## config.mk

```make
export PLATFORM = sky130hd
export DESIGN_NAME = mem_arbiter_np
export DESIGN_NICKNAME = d
export VERILOG_FILES = /design/src/rtl/mem_arbiter_np.sv
export SDC_FILE = /design/constraint.sdc
export NUM_CORES = 1
export LEC_CHECK = 0
export ABC_AREA = 1
export CAP_MARGIN = 0
export CORE_AREA = 2 2 108 110
export DETAILED_ROUTE_END_ITERATION = 7
export DIE_AREA = 0 0 110 112
export PLACE_DENSITY_LB_ADDON = 0.05
export SLEW_MARGIN = 30
export SYNTH_ARGS = -nofsm -noshare
export SYNTH_HDL_FRONTEND = slang
export SYNTH_SLANG_ARGS = --single-unit
export TNS_END_PERCENT = 100
```

## constraint.sdc

```tcl
create_clock -name clk_sys -period 4 [get_ports clk_sys]
set_input_delay 0.8 -clock clk_sys [delete_from_list [all_inputs] [get_ports clk_sys]]
set_output_delay 0.8 -clock clk_sys [all_outputs]
set_load 0.01 [all_outputs]
```

## src/rtl/mem_arbiter_np.sv

```systemverilog
// N-port in-order arbiter sharing one single-port RAM among request/grant/rvalid hosts.
// Fixed-priority or round-robin grant, tag pipeline for responses, window errors, sticky RAM checker.
module mem_arbiter_np #(
  parameter int          NUM_PORTS   = 2,
  parameter int          ARB_MODE    = 0,
  parameter int          MEM_LATENCY = 1,
  parameter logic [31:0] MEM_START   = 32'h0000_0000,
  parameter int          MEM_SIZE    = 65536
) (
  input  logic                      clk_sys,
  input  logic                      rst_sys_n,
  input  logic [NUM_PORTS-1:0]      req_i,
  input  logic [NUM_PORTS-1:0]      we_i,
  input  logic [4*NUM_PORTS-1:0]    be_i,
  input  logic [32*NUM_PORTS-1:0]   addr_i,
  input  logic [32*NUM_PORTS-1:0]   wdata_i,
  output logic [NUM_PORTS-1:0]      gnt_o,
  output logic [NUM_PORTS-1:0]      rvalid_o,
  output logic [31:0]               rdata_o,
  output logic                      err_o,
  output logic                      mem_req_o,
  output logic                      mem_we_o,
  output logic [3:0]                mem_be_o,
  output logic [31:0]               mem_addr_o,
  output logic [31:0]               mem_wdata_o,
  input  logic                      mem_rvalid_i,
  input  logic [31:0]               mem_rdata_i,
  output logic                      proto_err_o
);

  localparam int          IDX_W    = (NUM_PORTS > 1) ? $clog2(NUM_PORTS) : 1;
  localparam logic [31:0] WIN_MASK = ~(32'(MEM_SIZE) - 32'd1);

  typedef struct packed {
    logic             valid;
    logic [IDX_W-1:0] port;
    logic             err;
  } tag_t;

  logic [3:0]       be_arr    [NUM_PORTS];
  logic [31:0]      addr_arr  [NUM_PORTS];
  logic [31:0]      wdata_arr [NUM_PORTS];

  logic [IDX_W-1:0] rr_ptr;
  logic [IDX_W-1:0] search_base;
  logic [IDX_W:0]   cand_sum;
  logic [IDX_W-1:0] cand;
  logic             win_found;
  logic [IDX_W-1:0] win_idx;
  logic             in_win;

  tag_t             tags [MEM_LATENCY];
  tag_t             tag_in;
  tag_t             tag_exit;
  logic             proto_err_q;

  for (genvar p = 0; p < NUM_PORTS; p++) begin : g_unpack
    assign be_arr[p]    = be_i[4*p +: 4];
    assign addr_arr[p]  = addr_i[32*p +: 32];
    assign wdata_arr[p] = wdata_i[32*p +: 32];
  end

  assign search_base = (ARB_MODE == 1) ? rr_ptr : '0;

  // Priority search starting at search_base, wrapping modulo NUM_PORTS; grants are held off while in reset.
  always_comb begin : arbitrate
    win_found = 1'b0;
    win_idx   = '0;
    cand_sum  = '0;
    cand      = '0;
    for (int i = 0; i < NUM_PORTS; i++) begin
      cand_sum = {1'b0, search_base} + (IDX_W+1)'(i);
      if (cand_sum >= (IDX_W+1)'(NUM_PORTS)) begin
        cand_sum = cand_sum - (IDX_W+1)'(NUM_PORTS);
      end
      cand = cand_sum[IDX_W-1:0];
      if (!win_found && req_i[cand] && rst_sys_n) begin
        win_found = 1'b1;
        win_idx   = cand;
      end
    end
  end

  assign in_win = ((addr_arr[win_idx] & WIN_MASK) == MEM_START);

  // Out-of-window winners are granted but never reach the RAM.
  always_comb begin : drive_mem
    gnt_o       = '0;
    mem_req_o   = 1'b0;
    mem_we_o    = 1'b0;
    mem_be_o    = '0;
    mem_addr_o  = '0;
    mem_wdata_o = '0;
    if (win_found) begin
      gnt_o[win_idx] = 1'b1;
      if (in_win) begin
        mem_req_o   = 1'b1;
        mem_we_o    = we_i[win_idx];
        mem_be_o    = be_arr[win_idx];
        mem_addr_o  = addr_arr[win_idx];
        mem_wdata_o = wdata_arr[win_idx];
      end
    end
  end

  always_comb begin : build_tag
    tag_in       = '0;
    tag_in.valid = win_found;
    tag_in.port  = win_idx;
    tag_in.err   = win_found && !in_win;
  end

  // One stage per RAM latency cycle keeps responses in grant order.
  always_ff @(posedge clk_sys or negedge rst_sys_n) begin : tag_pipe
    if (!rst_sys_n) begin
      for (int s = 0; s < MEM_LATENCY; s++) begin
        tags[s] <= '0;
      end
    end else begin
      tags[0] <= tag_in;
      for (int s = 1; s < MEM_LATENCY; s++) begin
        tags[s] <= tags[s-1];
      end
    end
  end

  assign tag_exit = tags[MEM_LATENCY-1];

  always_comb begin : respond
    rvalid_o = '0;
    err_o    = 1'b0;
    rdata_o  = '0;
    if (tag_exit.valid) begin
      rvalid_o[tag_exit.port] = 1'b1;
      err_o                   = tag_exit.err;
      if (!tag_exit.err) begin
        rdata_o = mem_rdata_i;
      end
    end
  end

  always_ff @(posedge clk_sys or negedge rst_sys_n) begin : rr_update
    if (!rst_sys_n) begin
      rr_ptr <= '0;
    end else if (win_found) begin
      rr_ptr <= (win_idx == IDX_W'(NUM_PORTS-1)) ? '0 : win_idx + 1'b1;
    end
  end

  // RAM must answer exactly for tags that actually issued a request.
  always_ff @(posedge clk_sys or negedge rst_sys_n) begin : proto_check
    if (!rst_sys_n) begin
      proto_err_q <= 1'b0;
    end else if (mem_rvalid_i != (tag_exit.valid && !tag_exit.err)) begin
      proto_err_q <= 1'b1;
    end
  end

  assign proto_err_o = proto_err_q;

endmodule

```

# After elaboration in Yosys (flattened, before gate mapping)

Index checks and enable logic that the tools add are counted.

Bitwise operators: 1
Mux-type cells: 33
Reduce and logical (&&, ||, !) cells: 11
Equality and inequality tests: 1
$lt $le $gt $ge: 5

Operator list:

| operator                                            | number |
|---|---|
| two-way mux 32 bit                                  | 12 |
| logical NOT 32 bit                                  | 1 |
| two-way mux 4 bit                                   | 5 |
| two-way mux 1 bit                                   | 12 |
| logical AND 1 bit                                   | 7 |
| < comparator 1 x 2 -> 1 bit (second input constant) | 2 |
| two-way mux 2 bit                                   | 2 |
| logical NOT 1 bit                                   | 3 |
| demux 1 bit (select 1 bit)                          | 2 |
| >= comparator 1 bit (second input constant)         | 2 |
| >= comparator 2 bit (second input constant)         | 1 |
| NOT 1 -> 2 bit                                      | 1 |
| != test 1 bit                                       | 1 |

Register bits after elaboration: 4
Logic and storage cells: 55
Output and inout port bits: 108
Input port bits: 175

# Logic depth before layout (Yosys ltp)

Gate-level depths: netlist of the first run.

Depth in word-level cells: 13
Gate-level depth with buffers: 11
Gate-level depth less buffers: 9

# Worst setup path after synthesis of the first run

No wires, ideal clock.

Path kind: input -> output
Start: input req_i[0]
End: output mem_addr_o[10]
Cell stages on the path: 11
Data arrival time: 1962 ps
Setup slack: 1238 ps
Buffers on the path: 2
Required time: 3200 ps
Cell sequence: inv_2 > nand3_2 > buf_2 > nand2_1 > nand2_1 > nor2_1 > nand2_1 > nor2_2 > nand3_4 > buf_6 > nor2_2

Cells in the longest elaborated chain, start to end: 13
Elaborated cells between the ends (all ways): 14

Ends and longest elaborated chain:

| what                                                  | line    | source |
|---|---|---|
| start, declared                                       | 12      | `input logic [NUM_PORTS-1:0] req_i,` |
| logical AND 1 bit *                                   | 77      | `if (!win_found && req_i[cand] && rst_sys_n) begin` |
| two-way mux 1 bit *                                   | 77      |  |
| logical NOT 1 bit                                     | 77      |  |
| logical AND 1 bit (2 in a row)                        | 77      |  |
| two-way mux 1 bit                                     | 77      |  |
| NOT 1 -> 2 bit (not written as such)                  | 84, 100 |  |
| two-way mux 32 bit (not written as such) (3 in a row) | 84, 100 |  |
| logical NOT 32 bit                                    | 84      | `assign in_win = ((addr_arr[win_idx] & WIN_MASK) == MEM_START);` |
| two-way mux 32 bit                                    | 96      | `if (in_win) begin` |
| two-way mux 32 bit *                                  | 94      | `if (win_found) begin` |
| end, declared                                         | 24      | `output logic [31:0] mem_addr_o,` |

Mark *: on every way between the ends. The rest lies on a longest branch, timed or not. The select of a mux whose other input is x is not followed.

# Worst setup path in the final report of the first run

Start: input req_i[0]
End: output mem_addr_o[3]

The elaborated chain is that of the path after synthesis.

==> results of run 1 <==
[layout by cell type (no fill, tap or decap), drive strengths merged]
master / netlist / layout
dlygate4sd2: 0 / 2
clkbuf: 8 / 4
nand2: 211 / 211
or2: 1 / 1
inv: 93 / 93
clkdlybuf4s50: 0 / 213
a21oi: 1 / 1
dfrtp: 4 / 4
nand3: 2 / 2
xor2: 1 / 1
nor2: 100 / 100
conb: 1 / 16
buf: 30 / 22
nand4: 4 / 4
dlymetal6s2s: 0 / 51
[what timing repair did]
action,CTS,global route
gates cloned,0,1
setup buffers,0,7
resized for setup,3,57
setup endpoints to repair,51,52
[state kept, by name, summed over array words and instances, names as in the netlist]
name / cells
proto_err_o: 1
tag_exit: 3
[metal layers]
metal	GRT usage, %	part of all wire, %	vias up
li1	-	-	1770
met1	13.6	33	1429
met2	31.7	55	160
met3	4.80	11	8
met4	3.54	1.5	0
met5	0	0	-
[stage by stage]
stage,area (µm²),power (W),utilization (%)
floorplan,2140,0.000181,-
global placement,4860,0.000398,43.5
detailed placement,4860,0.000400,43.5
CTS,4940,0.000562,44.2
global route,5170,0.000600,46.3
finish,5170,0.000556,46.3
[power by group through the flow]
stage / sequential, W / clock, W / combinational [W]
finish: 0.0000437 / 0.000157 / 0.000355
global route: 0.0000440 / 0.000163 / 0.000392
CTS: 0.0000438 / 0.000160 / 0.000358
detailed placement: 0.0000442 / 0 / 0.000356
global placement: 0.0000441 / 0 / 0.000354
floorplan: 0.0000439 / 0 / 0.000137
[cells in the mapped netlist]
master / instances / area, µm²
inv_1: 91 / 342
buf_2: 6 / 30.0
nand2_1: 211 / 792
clkbuf_1: 8 / 30.0
inv_2: 2 / 7.51
xor2_1: 1 / 8.76
dfrtp_1: 4 / 100
nor2_2: 52 / 325
nand3_2: 1 / 10.0
conb_1: 1 / 3.75
or2_2: 1 / 6.26
buf_6: 6 / 67.6
nand4_1: 4 / 25.0
nand3_4: 1 / 17.5
a21oi_1: 1 / 5.00
nor2_1: 48 / 180
buf_4: 18 / 135
[layout make-up]
cell class                 count  area [µm²]
clock buffer                   3        75.1
inverter                      93         349
sequential                     4         100
fill                        1181        6000
tap                          143         179
timing repair buffer         289        3010
multi-input combinational    336        1460
[how the worst min path moves through the flow]
stage / startpoint / end / slack [ns] / cells after the start
finish: proto_err_o / proto_err_o / 0.46 / 1
global route: proto_err_o / proto_err_o / 0.50 / 1
CTS: proto_err_o / proto_err_o / 0.47 / 1
detailed placement: proto_err_o / proto_err_o / 0.46 / 1
global placement: proto_err_o / proto_err_o / 0.46 / 1
floorplan: rst_sys_n / proto_err_o / 0.50 / 0
[cell families after synthesis]
group	share of synthesized area, %
compound gates	0.240
flops	4.80
other cells	0.180
simple gates	65.0
xor+xnor	0.420
buf+inv	29.3
[critical path, cell delays in order]
cell             delay (ns)
clkdlybuf4s50_1        0.43
inv_2                  0.09
nand3_4                0.19
nand2_1                0.11
nand2_1                0.06
nor2_1                 0.11
nand2_1                0.09
nor2_4                 0.14
nand3_4                0.14
buf_12                 0.20
nor2_2                 0.08
clkdlybuf4s50_1        0.53
==> out/results.ini, run 1 <==
[placed_design]
hpwl_mm = 8.49
pre_cts_ws_ns = -0.119
dpl.cell_count = 857
port_buffers = 266
routabilityCongestion = 0.860

[final_layout]
stdcell_count = 868
drive_gt1_share_pct = 11.6
syn_to_final_growth_pct = 148
antenna_cells = 0
nets = 902

[grt]
grt_pass1_wl_mm = 14.9
grt_start_max_net_pins = 33
grt_use_total_pct = 15.3
grt-ovfl-total = 0
antenna_found_initial = 0
first_global_vias = 3104

[clock_network]
clk_latency_ns = 0.23
root_buffer = clkbuf_16
clk_path_buf_depth = 2
cts_tree = built
cts_hold_buf = 0
h-tree-depth = 1
numCtsBuffers = 3
path_clk_slew_ns = 0.03
cts_sinks = 4

[power_and_ir_drop]
pwr-share-clk_pct = 28.3
p_sw_share_pct = 29.4
p_seq_share_pct = 7.9
max-vdd-ir-drop_mv = 0.136
p_int_w = 0.000393
p_comb_share_pct = 63.9
pwr_density_cell_mw_per_mm2 = 108
p_switching_w = 0.000164
p_leak_nw = 3.51

[timing]
worst_slack_ns = 0.205
worstMarginPinSlew_ns = 0.916
finalCriticalPeriod_ns = 3.80
rsz0062_at_grt = yes
setup_violations = 0
finalHoldViolations = 0
final.setup.tns_ns = 0
timing.fmax_ghz = 0.263
clock_skew_ns = 0.00276
max_slew_margin_pct = 38.9
hold_ws_ns = 0.463
period_share_pct = 94.9
final-max-slew-violation-count = 0

[die]
initial_core_util_pct = 18.7
core_mm2 = 0.0112
rows = 39
die_w_um = 110
pin_count = 283
dieArea_mm2 = 0.0123
die_y_um = 112

[drt]
wl_mm = 10.3
via_count = 3367
drt_pass1_iterations = 4
drtIter0Drc = 63
routed_via_density = 3.88
drcViolationCount = 0
avgRoutedWirePerCell_um = 11.9
ant_nets = 0

[yosys]
yosysUniqueCellTypes = 17
syn-mean-instance-area_um2 = 4.57
synth_area_mm2 = 0.00209
seq_area_frac_synth_pct = 4.80
ys_ff_latch = 4
synth_cells = 456
synth-warning-count = 0

[min_path]
hold_class = register to register

[critical_path]
r2r_setup_slack_ns = 2.97
critPathCapture = mem_addr_o[3]
r2r_cells = 4
r2r_start = tag_exit[2]
critPathKind = primary input to output pin
worstSetupEndpointType = output pin
arrival_ns = 3.00
critPathLaunchType = primary input
path_max_fanout = 20
r2r-end = proto_err_o
required_ns = 3.20
startpoint = req_i[0]

[run]
maxCapViolations = 0

[run_status]
status = completed

(Power assumes the default switching activity.)
==> run 2, diff against run 1 <==
--- a/config.mk
+++ b/config.mk
@@ -10,6 +10,7 @@
 export CORE_AREA = 2 2 108 110
 export DETAILED_ROUTE_END_ITERATION = 7
 export DIE_AREA = 0 0 110 112
+export HOLD_SLACK_MARGIN = 0.05
 export PLACE_DENSITY_LB_ADDON = 0.05
 export SLEW_MARGIN = 30
 export SYNTH_ARGS = -nofsm -noshare
==> constraint.sdc (replaced) <==
create_clock -name clk_sys -period 4.9 [get_ports clk_sys]
set_input_delay 0.98 -clock clk_sys [delete_from_list [all_inputs] [get_ports clk_sys]]
set_output_delay 0.98 -clock clk_sys [all_outputs]
set_load 0.01 [all_outputs]
==> out/results.ini, run 2 (synthesized netlist as in run 1, its figures left out) <==
[timing]
timing.fmax_ghz = 0.217
hold_ws_ns = 0.459  ; -0.00480 ns
finalHoldViolations = 0  ; unchanged
rsz0062_at_grt = no
clock_skew_ns = 0.00193  ; -0.000831 ns
period_share_pct = 94.2
finalCriticalPeriod_ns = 4.62
worstMarginPinSlew_ns = 0.903  ; -0.0121 ns
final-max-slew-violation-count = 0  ; unchanged
max_slew_margin_pct = 39.7  ; +0.81 points
final.setup.tns_ns = 0  ; unchanged
setup_violations = 0  ; unchanged

[grt]
first_global_vias = 3175  ; +2.3%
grt-ovfl-total = 0  ; unchanged
grt_use_total_pct = 14.9  ; -0.33 points
antenna_found_initial = 0  ; unchanged
grt_pass1_wl_mm = 14.6  ; -1.8%
grt_start_max_net_pins = 33  ; unchanged

[power_and_ir_drop]
p_switching_w = 0.000132  ; -19%
p_leak_nw = 2.48  ; -29%
p_seq_share_pct = 7.9  ; about the same
p_sw_share_pct = 29.4  ; about the same
pwr-share-clk_pct = 28.3  ; about the same
p_int_w = 0.000318  ; -19%
p_comb_share_pct = 63.7  ; -0.2 points
pwr_density_cell_mw_per_mm2 = 92.1  ; -14%
max-vdd-ir-drop_mv = 0.114  ; -16%

[critical_path]
critPathLaunchType = primary input
critPathKind = primary input to output pin
arrival_ns = 3.64  ; +0.64 ns
required_ns = 3.92  ; +0.72 ns
path_max_fanout = 22  ; +10%
cp_common_cell = nand2_1
slowest_stage = clkdlybuf4s50_1
cp_cell_sequence = clkdlybuf4s50_1 > inv_2 > nand3_2 > nand2_1 > nand2_1 > nor2_1 > nand2_1 > nor2_2 > nand3_4 > buf_12 > nor2_2 > clkdlybuf4s50_1
worstSetupEndpointType = output pin
slowest_delay_ns = 0.56  ; +0.03 ns

[placed_design]
routabilityCongestion = 0.820  ; -4.6%
port_buffers = 266  ; unchanged
dpl.cell_count = 850  ; -0.82%
hpwl_mm = 8.37  ; -1.4%
dpl_cell_area_mm2 = 0.00481  ; -1.1%

[drt]
ant_nets = 0  ; unchanged
via_count = 3296  ; -2.1%
avgRoutedWirePerCell_um = 11.6  ; -2.3%
wl_mm = 9.91  ; -4.0%
drcViolationCount = 0  ; unchanged
drtIter0Drc = 79  ; +25%
routed_via_density = 3.86  ; -0.39%
drt_pass1_iterations = 4  ; unchanged

[die]
initial_core_util_pct = 18.7  ; unchanged
die_y_um = 112  ; unchanged
rows = 39  ; unchanged
dieArea_mm2 = 0.0123  ; unchanged
die_w_um = 110  ; unchanged
core_mm2 = 0.0112  ; unchanged
pin_count = 283  ; unchanged

[run]
maxCapViolations = 0  ; unchanged

[final_layout]
largest_reg_flops = 3  ; unchanged
syn_to_final_growth_pct = 134
drive_gt1_share_pct = 9.58  ; -2.0 points
final_cell_mix = 266 x clkdlybuf4s50_1, 211 x nand2_1, 91 x inv_1, 51 x nor2_2, 48 x nor2_1
stdcell_count = 853  ; -1.7%
layout_commonest_cell = clkdlybuf4s50_1
design_area_mm2 = 0.00489  ; -5.5%
antenna_cells = 0  ; unchanged
nets = 887  ; -1.7%
final_core_util_pct = 43.7  ; -2.6 points

[min_path]
hold_class = register to register

[clock_network]
numCtsBuffers = 3  ; unchanged
cts_resized = 0  ; -3
cts_sinks = 4  ; unchanged
cts_tree = built
h-tree-depth = 1  ; unchanged
clk_latency_ns = 0.23  ; about the same
clk_path_buf_depth = 2  ; unchanged
post-cts-setup-buffers = 0  ; unchanged
root_buffer = clkbuf_16
path_clk_slew_ns = 0.03  ; about the same
cts_hold_buf = 0  ; unchanged

[run_status]
status = completed

==> run 2: changes by cell type in the layout (fill, tap and decap cells not counted) <==
cell,before,now
dlymetal6s2s_1,51,0
dlygate4sd2_1,2,0
nand2_1,210,211
clkbuf_16,4,3
buf_4,17,6
nor2_4,3,1
nor2_2,49,51
nand2_2,1,0
buf_6,3,0
nand3_4,2,1
nand3_2,0,1
clkdlybuf4s50_1,213,266
==> run 2: stage by stage <==
stage               total power (W)  worst slack (ns)
floorplan                  0.000148              1.78
global placement           0.000323             0.295
detailed placement         0.000324             0.276
CTS                        0.000455             0.229
global route               0.000483           0.00462
finish                     0.000450             0.283
==> run 2: final timing paths <==
kind,from,end,slack [ns],depth (start not counted)
max in group asynchronous,rst_sys_n,tag_exit[1],3.66,2
worst min register to register,proto_err_o,proto_err_o,0.46,1
worst min-delay path,proto_err_o,proto_err_o,0.46,1
worst max register to register,tag_exit[2],proto_err_o,3.86,4
worst max-delay path,req_i[0],mem_wdata_o[11],0.28,12
min in group asynchronous,rst_sys_n,proto_err_o,1.11,2
==> run 2: layer usage <==
layer	part of all wire [%]	global-route usage, %	vias up
met5	0	0	-
met4	2.5	4.73	0
met3	12	4.10	18
met2	54	30.9	175
met1	32	13.2	1362
li1	-	-	1741
==> run 2: power groups by stage <==
stage	clock network, W	logic (W)	registers [W]
CTS	0.000129	0.000290	0.0000357
finish	0.000128	0.000287	0.0000357
global route	0.000131	0.000316	0.0000360
floorplan	0	0.000112	0.0000359
global placement	0	0.000287	0.0000360
detailed placement	0	0.000288	0.0000360
==> run 2: layout make-up <==
| class | count | area, µm² |
|---|---|---|
| timing repair buffer | 274 | 2750 |
| inverter | 93 | 349 |
| sequential | 4 | 100 |
| clock buffer | 3 | 75.1 |
| fill | 1210 | 6290 |
| tap | 143 | 179 |
| multi-input combinational | 336 | 1440 |
==> run 2: critical path, delay by kind of cell <==
kind                   cells  cell delay, ns
and+or+nand+nor            8            1.19
buffers and inverters      4            1.44
